===== src/rtl/avs_pkg.sv =====
// Shared widths and FSM encoding for the serial ADC stream front end.
// No timing of its own; used by adc_stream and its interface.
package avs_pkg;
    localparam int WORD_W = 16;
    localparam int HALF_W = 5;
    localparam logic [HALF_W-1:0] HALF_LAST = HALF_W'(2 * WORD_W - 1);

    typedef enum logic [1:0] {
        IDLE,
        SETUP,
        SHIFT,
        HOLD
    } state_t;
endpackage


===== src/rtl/adc_stream_if.sv =====
// ADC pin bundle plus the parallel sample output of adc_stream.
// Pure wiring, zero latency; there is no backpressure on the sample side.
interface adc_stream_if;
    import avs_pkg::*;

    logic                     enable;
    logic                     sdata;
    logic                     sclk;
    logic                     csn;
    logic signed [WORD_W-1:0] stream;
    logic                     wordValid;
    logic                     overrun;

    modport master (
        input  enable, sdata,
        output sclk, csn, stream, wordValid, overrun
    );

    modport slave (
        output enable, sdata,
        input  sclk, csn, stream, wordValid, overrun
    );
endinterface


===== src/rtl/period_timer.sv =====
// Free-running conversion-start timer; tick is combinational from the count.
// Count is held at zero while enable is low, so re-enabling ticks immediately.
module period_timer #(
    parameter int SAMPLE_PERIOD = 1024
) (
    input  logic clock,
    input  logic reset,
    input  logic enable,
    output logic tick
);
    localparam int CNT_W = (SAMPLE_PERIOD > 1) ? $clog2(SAMPLE_PERIOD) : 1;
    localparam logic [CNT_W-1:0] CNT_LAST = CNT_W'(SAMPLE_PERIOD - 1);

    logic [CNT_W-1:0] count_q, count_d;

    always_comb begin
        count_d = '0;
        if (enable && (count_q != CNT_LAST)) begin
            count_d = count_q + 1'b1;
        end
    end

    always_ff @(posedge clock) begin
        if (reset) begin
            count_q <= '0;
        end else begin
            count_q <= count_d;
        end
    end

    assign tick = enable && (count_q == '0);
endmodule


===== src/rtl/adc_stream.sv =====
// Periodic 16-bit serial ADC reader: tick -> csn low next cycle -> wordValid 1+33*CLKDIV later.
// No backpressure: words are pulsed out once; ticks arriving while busy are dropped with overrun.
module adc_stream
    import avs_pkg::*;
#(
    parameter int CLKDIV        = 4,
    parameter int SAMPLE_PERIOD = 1024
) (
    input  logic          clock,
    input  logic          reset,
    adc_stream_if.master  bus
);
    localparam int DIV_W = $clog2(CLKDIV);
    localparam logic [DIV_W-1:0] DIV_LAST = DIV_W'(CLKDIV - 1);

    state_t                   state_q, state_d;
    logic [DIV_W-1:0]         div_q, div_d;
    logic [HALF_W-1:0]        half_q, half_d;
    logic [WORD_W-1:0]        shreg_q, shreg_d;
    logic signed [WORD_W-1:0] stream_q, stream_d;
    logic                     sclk_q, sclk_d;
    logic                     csn_q, csn_d;
    logic                     wvalid_q, wvalid_d;
    logic                     overrun_q, overrun_d;
    logic                     tick;
    logic                     div_done;

    period_timer #(.SAMPLE_PERIOD(SAMPLE_PERIOD)) u_timer (
        .clock  (clock),
        .reset  (reset),
        .enable (bus.enable),
        .tick   (tick)
    );

    assign div_done = (div_q == DIV_LAST);

    always_comb begin
        state_d   = state_q;
        div_d     = div_q;
        half_d    = half_q;
        shreg_d   = shreg_q;
        stream_d  = stream_q;
        wvalid_d  = 1'b0;
        overrun_d = tick && (state_q != IDLE);

        case (state_q)
            IDLE: begin
                if (tick) begin
                    state_d = SETUP;
                    div_d   = '0;
                end
            end
            SETUP: begin
                if (div_done) begin
                    state_d = SHIFT;
                    div_d   = '0;
                    half_d  = '0;
                end else begin
                    div_d = div_q + 1'b1;
                end
            end
            SHIFT: begin
                // Even half-periods are sclk low, odd are sclk high.
                if (div_done) begin
                    div_d  = '0;
                    half_d = half_q + 1'b1;
                    if (half_q == HALF_LAST) begin
                        state_d  = HOLD;
                        stream_d = $signed(shreg_q);
                        wvalid_d = 1'b1;
                    end
                end else begin
                    div_d = div_q + 1'b1;
                end
            end
            HOLD: begin
                if (div_done) begin
                    state_d = IDLE;
                    div_d   = '0;
                end else begin
                    div_d = div_q + 1'b1;
                end
            end
            default: state_d = IDLE;
        endcase

        // Pins are registered, so they are derived from the next-cycle state.
        sclk_d = (state_d == SHIFT) && half_d[0];
        csn_d  = !((state_q == IDLE && tick) || state_q == SETUP || state_q == SHIFT);

        if (sclk_d && !sclk_q) begin
            shreg_d = {shreg_q[WORD_W-2:0], bus.sdata};
        end
    end

    always_ff @(posedge clock) begin
        if (reset) begin
            state_q   <= IDLE;
            div_q     <= '0;
            half_q    <= '0;
            shreg_q   <= '0;
            stream_q  <= '0;
            sclk_q    <= 1'b0;
            csn_q     <= 1'b1;
            wvalid_q  <= 1'b0;
            overrun_q <= 1'b0;
        end else begin
            state_q   <= state_d;
            div_q     <= div_d;
            half_q    <= half_d;
            shreg_q   <= shreg_d;
            stream_q  <= stream_d;
            sclk_q    <= sclk_d;
            csn_q     <= csn_d;
            wvalid_q  <= wvalid_d;
            overrun_q <= overrun_d;
        end
    end

    assign bus.sclk      = sclk_q;
    assign bus.csn       = csn_q;
    assign bus.stream    = stream_q;
    assign bus.wordValid = wvalid_q;
    assign bus.overrun   = overrun_q;
endmodule


===== src/flat_wrapper.sv =====
// flat-port wrapper written by rule: the top's interface ports become plain ports
module adc_stream_flat import avs_pkg::*;
#(
    parameter int CLKDIV        = 4,
    parameter int SAMPLE_PERIOD = 1024
)
  (clock, reset, bus_enable, bus_sdata, bus_sclk, bus_csn, bus_stream, bus_wordValid, bus_overrun);
  adc_stream_if bus_i ();
  input  logic clock;
  input  logic reset;
  input wire logic [$bits(bus_i.enable)-1:0] bus_enable;
  input wire logic [$bits(bus_i.sdata)-1:0] bus_sdata;
  output wire logic [$bits(bus_i.sclk)-1:0] bus_sclk;
  output wire logic [$bits(bus_i.csn)-1:0] bus_csn;
  output wire logic [$bits(bus_i.stream)-1:0] bus_stream;
  output wire logic [$bits(bus_i.wordValid)-1:0] bus_wordValid;
  output wire logic [$bits(bus_i.overrun)-1:0] bus_overrun;
  assign bus_i.enable = bus_enable;
  assign bus_i.sdata = bus_sdata;
  assign bus_sclk = bus_i.sclk;
  assign bus_csn = bus_i.csn;
  assign bus_stream = bus_i.stream;
  assign bus_wordValid = bus_i.wordValid;
  assign bus_overrun = bus_i.overrun;
  adc_stream #(.CLKDIV(CLKDIV), .SAMPLE_PERIOD(SAMPLE_PERIOD)) u_core (.clock(clock), .reset(reset), .bus(bus_i));
endmodule

===== config.mk =====
export PLATFORM = sky130hd
export DESIGN_NAME = adc_stream_flat
export DESIGN_NICKNAME = d
export VERILOG_FILES = /design/src/rtl/avs_pkg.sv /design/src/rtl/adc_stream_if.sv /design/src/rtl/period_timer.sv /design/src/rtl/adc_stream.sv /design/src/flat_wrapper.sv
export SDC_FILE = /design/constraint.sdc
export NUM_CORES = 1
export LEC_CHECK = 0
export CORE_MARGIN = 2
export CORE_UTILIZATION = 55
export CTS_CLUSTER_DIAMETER = 80
export DETAILED_ROUTE_END_ITERATION = 16
export PLACE_DENSITY = 0.78
export SETUP_SLACK_MARGIN = 0.2
export SYNTH_ARGS = -nofsm -noshare
export SYNTH_HDL_FRONTEND = slang
export SYNTH_SLANG_ARGS = --single-unit

===== constraint.sdc =====
create_clock -name clock -period 5 [get_ports clock]
set_input_delay 0.75 -clock clock [delete_from_list [all_inputs] [get_ports clock]]
set_output_delay 0.75 -clock clock [all_outputs]
set_load 0.005 [all_outputs]

=== Yosys cells after proc, flatten, opt, wreduce, memory -nomap -nowiden ===
Cells that the tools add are included.

* Word-level logic and storage cells: 59
* Register bits: 55
* Bits of input ports: 4
* Output and inout bits: 20

* Bitwise operators: 3
* Equality and inequality tests: 10
* Reduce and logical (&&, ||, !) cells: 19
* Muxes and demuxes: 13
* Add/sub/neg operators: 3

{| class="wikitable"
|+ Operators with widths
! operator !! number
|-
| 2-bit two-way mux || 7
|-
| 10-bit by 1-bit adder with 10-bit output, second input constant || 1
|-
| 10-bit logical NOT || 1
|-
| 5-bit two-way mux || 2
|-
| 10-bit inequality test, second input constant || 1
|-
| 5-bit one-hot mux with 2 select lines || 1
|-
| 2-bit equality test, second input constant || 4
|-
| 2-bit one-hot mux with 4 select lines || 1
|-
| 1-bit logical AND || 6
|-
| 2-bit by 1-bit inequality test with 1-bit output, second input constant || 3
|-
| 3-bit AND reduction || 2
|-
| 3-bit OR reduction || 2
|-
| 5-bit by 1-bit adder with 5-bit output, second input constant || 1
|-
| 5-bit equality test, second input constant || 1
|-
| 2-bit one-hot mux with 2 select lines || 1
|-
| 2-bit nonzero test || 2
|-
| 1-bit inverter || 3
|-
| 2-bit by 1-bit adder with 2-bit output, second input constant || 1
|-
| 2-bit by 1-bit equality test with 1-bit output, second input constant || 1
|-
| 1-bit logical NOT || 2
|-
| 2-bit logical NOT || 1
|-
| 1-bit logical OR || 2
|-
| 2-bit OR reduction || 1
|-
| 1-bit two-way mux || 1
|}

=== Longest topological paths before layout ===
* Depth in word-level cells: 7
* Depth in mapped cells: 10
* Gate-level depth less buffers: 8

=== Modules after synthesis ===
From an unflattened synthesis, not the netlist that was laid out.

* Cells, all modules: 257
* Area, all modules: 2354.8 sq um

{| class="wikitable"
|+ Modules (own cells, without submodules)
! module !! times used !! area each (sq um) !! seq. area each (sq um) !! cells an instance
|-
| adc_stream || 1 || 1856.8 || 900.9 || 198
|-
| period_timer || 1 || 498.0 || 200.2 || 59
|}

=== Least setup slack after synthesis ===
OpenSTA, ideal clock, no wires.

* Kind: reg2reg
* Start point: register u_core.half_q[0]
* End point: register u_core.shreg_q[10]
* Data arrival time: 2.091 ns
* Setup time: 0.072 ns
* Data required time: 4.928 ns
* Cell stages (with the launch flop): 10
* Clock period less this slack: 2.163 ns
* Buffers on the path: 1
* Slack: 2.837 ns
* Cell sequence: dfxtp_1 > ha_1 > and3_1 > ha_1 > a21o_1 > a221oi_2 > o21ai_2 > a21oi_4 > buf_12 > mux2i_1

* Word-level cells in the longest chain between the ends: 7
* Elaborated cells on any way between the ends: 11
* Classes of those cells: add/sub (1); eq/ne (2); mux (6); reduce/logical (2)

{| class="wikitable"
|+ Ends and longest elaborated chain
! what !! line !! source
|-
| from (decl) || adc_stream.sv:18 || <nowiki>logic [HALF_W-1:0] half_q, half_d;</nowiki>
|-
| from (signal assigned) || adc_stream.sv:110 || <nowiki>half_q <= half_d;</nowiki>
|-
| 5-bit equality test || adc_stream.sv:67 || <nowiki>if (half_q == HALF_LAST) begin</nowiki>
|-
| 2-bit two-way mux || adc_stream.sv:67 ||
|-
| 2-bit two-way mux || adc_stream.sv:64 || <nowiki>if (div_done) begin</nowiki>
|-
| 2-bit one-hot mux with 4 select lines || adc_stream.sv:46 || <nowiki>case (state_q)</nowiki>
|-
| 2-bit equality test || adc_stream.sv:88 || <nowiki>sclk_d = (state_d == SHIFT) && half_d[0];</nowiki>
|-
| 1-bit logical AND * || adc_stream.sv:88 ||
|-
| 1-bit logical AND * || adc_stream.sv:91 || <nowiki>if (sclk_d && !sclk_q) begin</nowiki>
|-
| to (signal assigned) || adc_stream.sv:111 || <nowiki>shreg_q <= shreg_d;</nowiki>
|-
| to (decl) || adc_stream.sv:19 || <nowiki>logic [WORD_W-1:0] shreg_q, shreg_d;</nowiki>
|}

Every way passes the cells marked *; elsewhere a longest branch is shown, timed or not. The select of a mux whose other input is x is not followed.
A chain may end at the register's enable or synchronous reset.

=== Worst setup path in the final report ===
* Start point: register u_core.half_q[0]
* End point: register u_core.shreg_q[3]

Same word-level chain as after synthesis.

==> results list <==
* Result of the run: complete, no violations
* Share of final-layout standard cells stronger than drive strength 1: under 10%
- Routed via count: ~1700
- The number of hold buffers added after CTS was 0.
* Sequential share of the synthesized area: 47.1%
* Category of the worst setup path launch point: register
* Clock edge transition at the registers on the reported setup and hold paths: roughly 0.09 ns
* Die X-Extent: ~69 um
- Period minus WS final: 2.56 ns
* Cell family with the largest share of critical-path delay: compound AO/OA/AOI/OAI gates
- Avg Synthesized Cell Area: 9.17 um2
- Static leakage: 0.926 nW
* Via count of the first global-routing pass: about 1600
- The design draws 0.000781 W.
- Ys Warns: 0
- The first global-routing pass estimated between 7 and 8 mm of wire.
- The repair_antennas step left the layout with diodes totalling 0.
* Die outline height: 69.2 um
* Grt total ovfl: 0
- For this block, the routed nets add up to 3.97 mm of wire.
* First-pass iteration count of the detailed router: 4
- Number of violations of the max-capacitance limit: 0
* Maximum cell stage delay along the critical path: approximately 0.57 ns
- After detailed routing, the number of remaining DRC violations is 0.
* Number of core rows: 23
- Unrepaired setup endpoints after global routing: false
* Pre-CTS WS: roughly 2.3 ns
- 1st-iter DRT viols: between 70 and 80
* Commonest cells after routing, fill and taps aside: dfxtp_1 (55), nand2_1 (40), clkdlybuf4s50_1 (23), nor2_1 (21), nand2b_1 (21)
- Once layout is done, the placed cells without fillers occupy between 2000 and 3000 um2.
- The net count of the finished layout is ~290.
- At the end of routability-driven placement, the weighted congestion stood at about 0.79.
- Worst Setup Path Type: reg -> reg
* Most common library cell in the layout ignoring fill and taps: dfxtp_1
- CTS tree: done
* Number of failing hold endpoints at the final stage: 0
* PnR worst setup slack: 2.44 ns
* Sink count of the clock tree: 55
* Pwr per Cell Area: between 200 and 300 nW/um2
- No sink is reached through more buffers than the 2 on the longest clock path.
- In the global route stage, overall resource usage came out at between 10% and 20%.
- Fill cells in the final layout number roughly 330.
- Pin count of the biggest net entering global routing: 30
- Area enclosed by the die boundary: around 4800 um2
- dfxtp_1 takes more of the synthesized area than any other cell.
- Largest vdd supply drop: 0.000192 V
* Endpoint arrival time on the critical path: 2.78 ns
- The number of pins exceeding their max-slew limit in the final report was 0.
* Final period util: 51.2%
* Area after detailed placement: 2550 um2
- Buffers inserted during clock tree synthesis total 5.
- In this run the biggest area consumer among cell types represents 47.1% of the synthesized area.
- After synthesis the netlist holds a flip-flop and latch count of 55.
- The signal on the critical path passes through ha_1 > and3_1 > ha_1 > a21o_1 > a221oi_2 > o21ai_2 > a21oi_4 > mux2i_1.
* Data required time at the worst endpoint: 5.22 ns
* Top cells by area, synth: dfxtp_1 (47%), mux2i_1 (6.9%), nand2_1 (6.4%), nand2b_1 (5.6%), ha_1 (5.4%)
- Clock tree root buffer cell: clkbuf_8
* Cell at the slowest stage of the critical path: a21oi_4
- Average routed wire per standard cell: 12.3 um
- In the routed layout, each cell is associated on average with a via count of between 5 and 6.
* Layout Cells excl Fill: roughly 320
- The region available for standard cell placement spans 4060 um2.
- The most used flip-flop cell after synthesis is dfxtp_1.
- Max Clock Freq: around 390 MHz
- The detail route stage leaves a number of antenna-violating nets equal to 0.
- CP max FO: 16
- Share of async-settable or async-resettable flops after synthesis: 0%
* Buf+Inv Stages, Crit Path: 0
- Number of buffers inserted by port buffering: 23
* Internal reg-to-reg setup slack: 2.44 ns
- Synthesis produced a netlist whose cell count is around 260.
- For the final database, setup skew stands at between 0.007 and 0.008 ns.
* Total negative setup slack: 0 ns
* Total I/O pin count: 24
- The initial antenna violation count is 0.
- Worst relative slew slack: between 30% and 40%
- The number of nets in the synthesized netlist is about 270.
- Including well taps, the total number of placed cells is 316.
- Counting flops with a built-in enable in the synthesized netlist gives 0.
- CTS-repair resized insts: 0
* Setup violators final: 0
- Area grow syn2layout: 13.5%
* Post-CTS Setup Repair Bufs: 0
* Starting density of the core: 57.6%
- The most numerous cell type found on the critical path is ha_1.
- Mapped cell area: 2340 um2
* Clock latency on the worst-skew pair: approximately 0.30 ns
- Yosys cell types: 40
* Placed wire-length estimate: ~2.8 mm
- Number of H-tree levels: 2
* Worst slew pin tran: approximately 0.93 ns
- Critical Path End Type: register
- The tightest min-delay check is of the reg -> reg type.
[layout make-up]
cell class / count / area [um2] / area share [%]
multi-input combinational: 179 / 1120 / 42.2
inverter: 8 / 30.0 / 1.13
timing repair buffer: 24 / 238 / 8.96
tap: 50 / 62.6 / 2.36
clock inverter: 1 / 30.0 / 1.13
clock buffer: 6 / 72.6 / 2.73
sequential: 55 / 1100 / 41.5
[layer usage]
layer	track usage, %	vias to the layer above	part of all wire [%]
met1	23.6	785	48
met2	29.3	21	47
met3	3.49	7	2.5
li1	-	888	-
met5	0	-	0
met4	7.63	0	1.8
[path summary, 6_finish.rpt]
check                                                          to  cells past startpoint                         startpoint
worst max register to register     u_core.shreg_q[3]$_SDFFE_PP0P_                      8        u_core.half_q[0]$_SDFF_PP0_
worst max-delay path               u_core.shreg_q[3]$_SDFFE_PP0P_                      8        u_core.half_q[0]$_SDFF_PP0_
worst min register to register  u_core.bus.stream[9]$_SDFFE_PP0P_                      2  u_core.bus.stream[9]$_SDFFE_PP0P_
worst min-delay path            u_core.bus.stream[9]$_SDFFE_PP0P_                      2  u_core.bus.stream[9]$_SDFFE_PP0P_
[cells in the mapped netlist (4+ instances only)]
library cell  count
clkbuf_1          7
nand2_1          40
and3_1            4
dfxtp_1          55
a21oi_1          20
nand2b_1         21
ha_1             10
nor2_1           21
inv_1             8
mux2i_1          16
xor2_1            5
o21ai_0           4
nand3_1           9
[through the flow]
step | utilization, % | hold slack [ns]
2_1_floorplan | - | 0.430
3_3_place_gp | 62.9 | 0.442
3_5_place_dp | 62.9 | 0.448
4_1_cts | 65.4 | 0.461
5_1_grt | 65.4 | 0.479
6_report | 65.4 | 0.456
[tightest hold or removal path, cell delays in order (launching register included)]
cell	delay, ns
dfxtp_1	0.32
nand2_1	0.05
a21oi_1	0.05
[cells by family after synthesis]
group           count (synthesis)  synth area share, %
fa+ha+maj                      10                 5.35
xor+xnor                        8                 3.00
simple gates                  107                 22.2
buf+inv                        21                 4.98
flops                          55                 47.1
compound gates                 38                 10.5
mux                            16                 6.85
[sequential cells by signal (all words and copies together), names as in the netlist]
signal,cells
u_core.bus.csn,1
u_core.bus.overrun,1
u_core.bus.sclk,1
u_core.bus.stream,16
u_core.bus.wordValid,1
u_core.div_q,2
u_core.half_q,5
u_core.shreg_q,16
u_core.state_q,2
u_core.u_timer.count_q,10
[report_power, final]
group	leakage [nW]	switching (W)	total [W]	internal, W
clock network	0.0513	0.000132	0.000279	0.000147
registers	0.444	0.00000503	0.000449	0.000444
logic	0.430	0.0000303	0.0000529	0.0000226
total	0.926	0.000168	0.000781	0.000613
No activity file was read; power rests on OpenSTA's default activity.
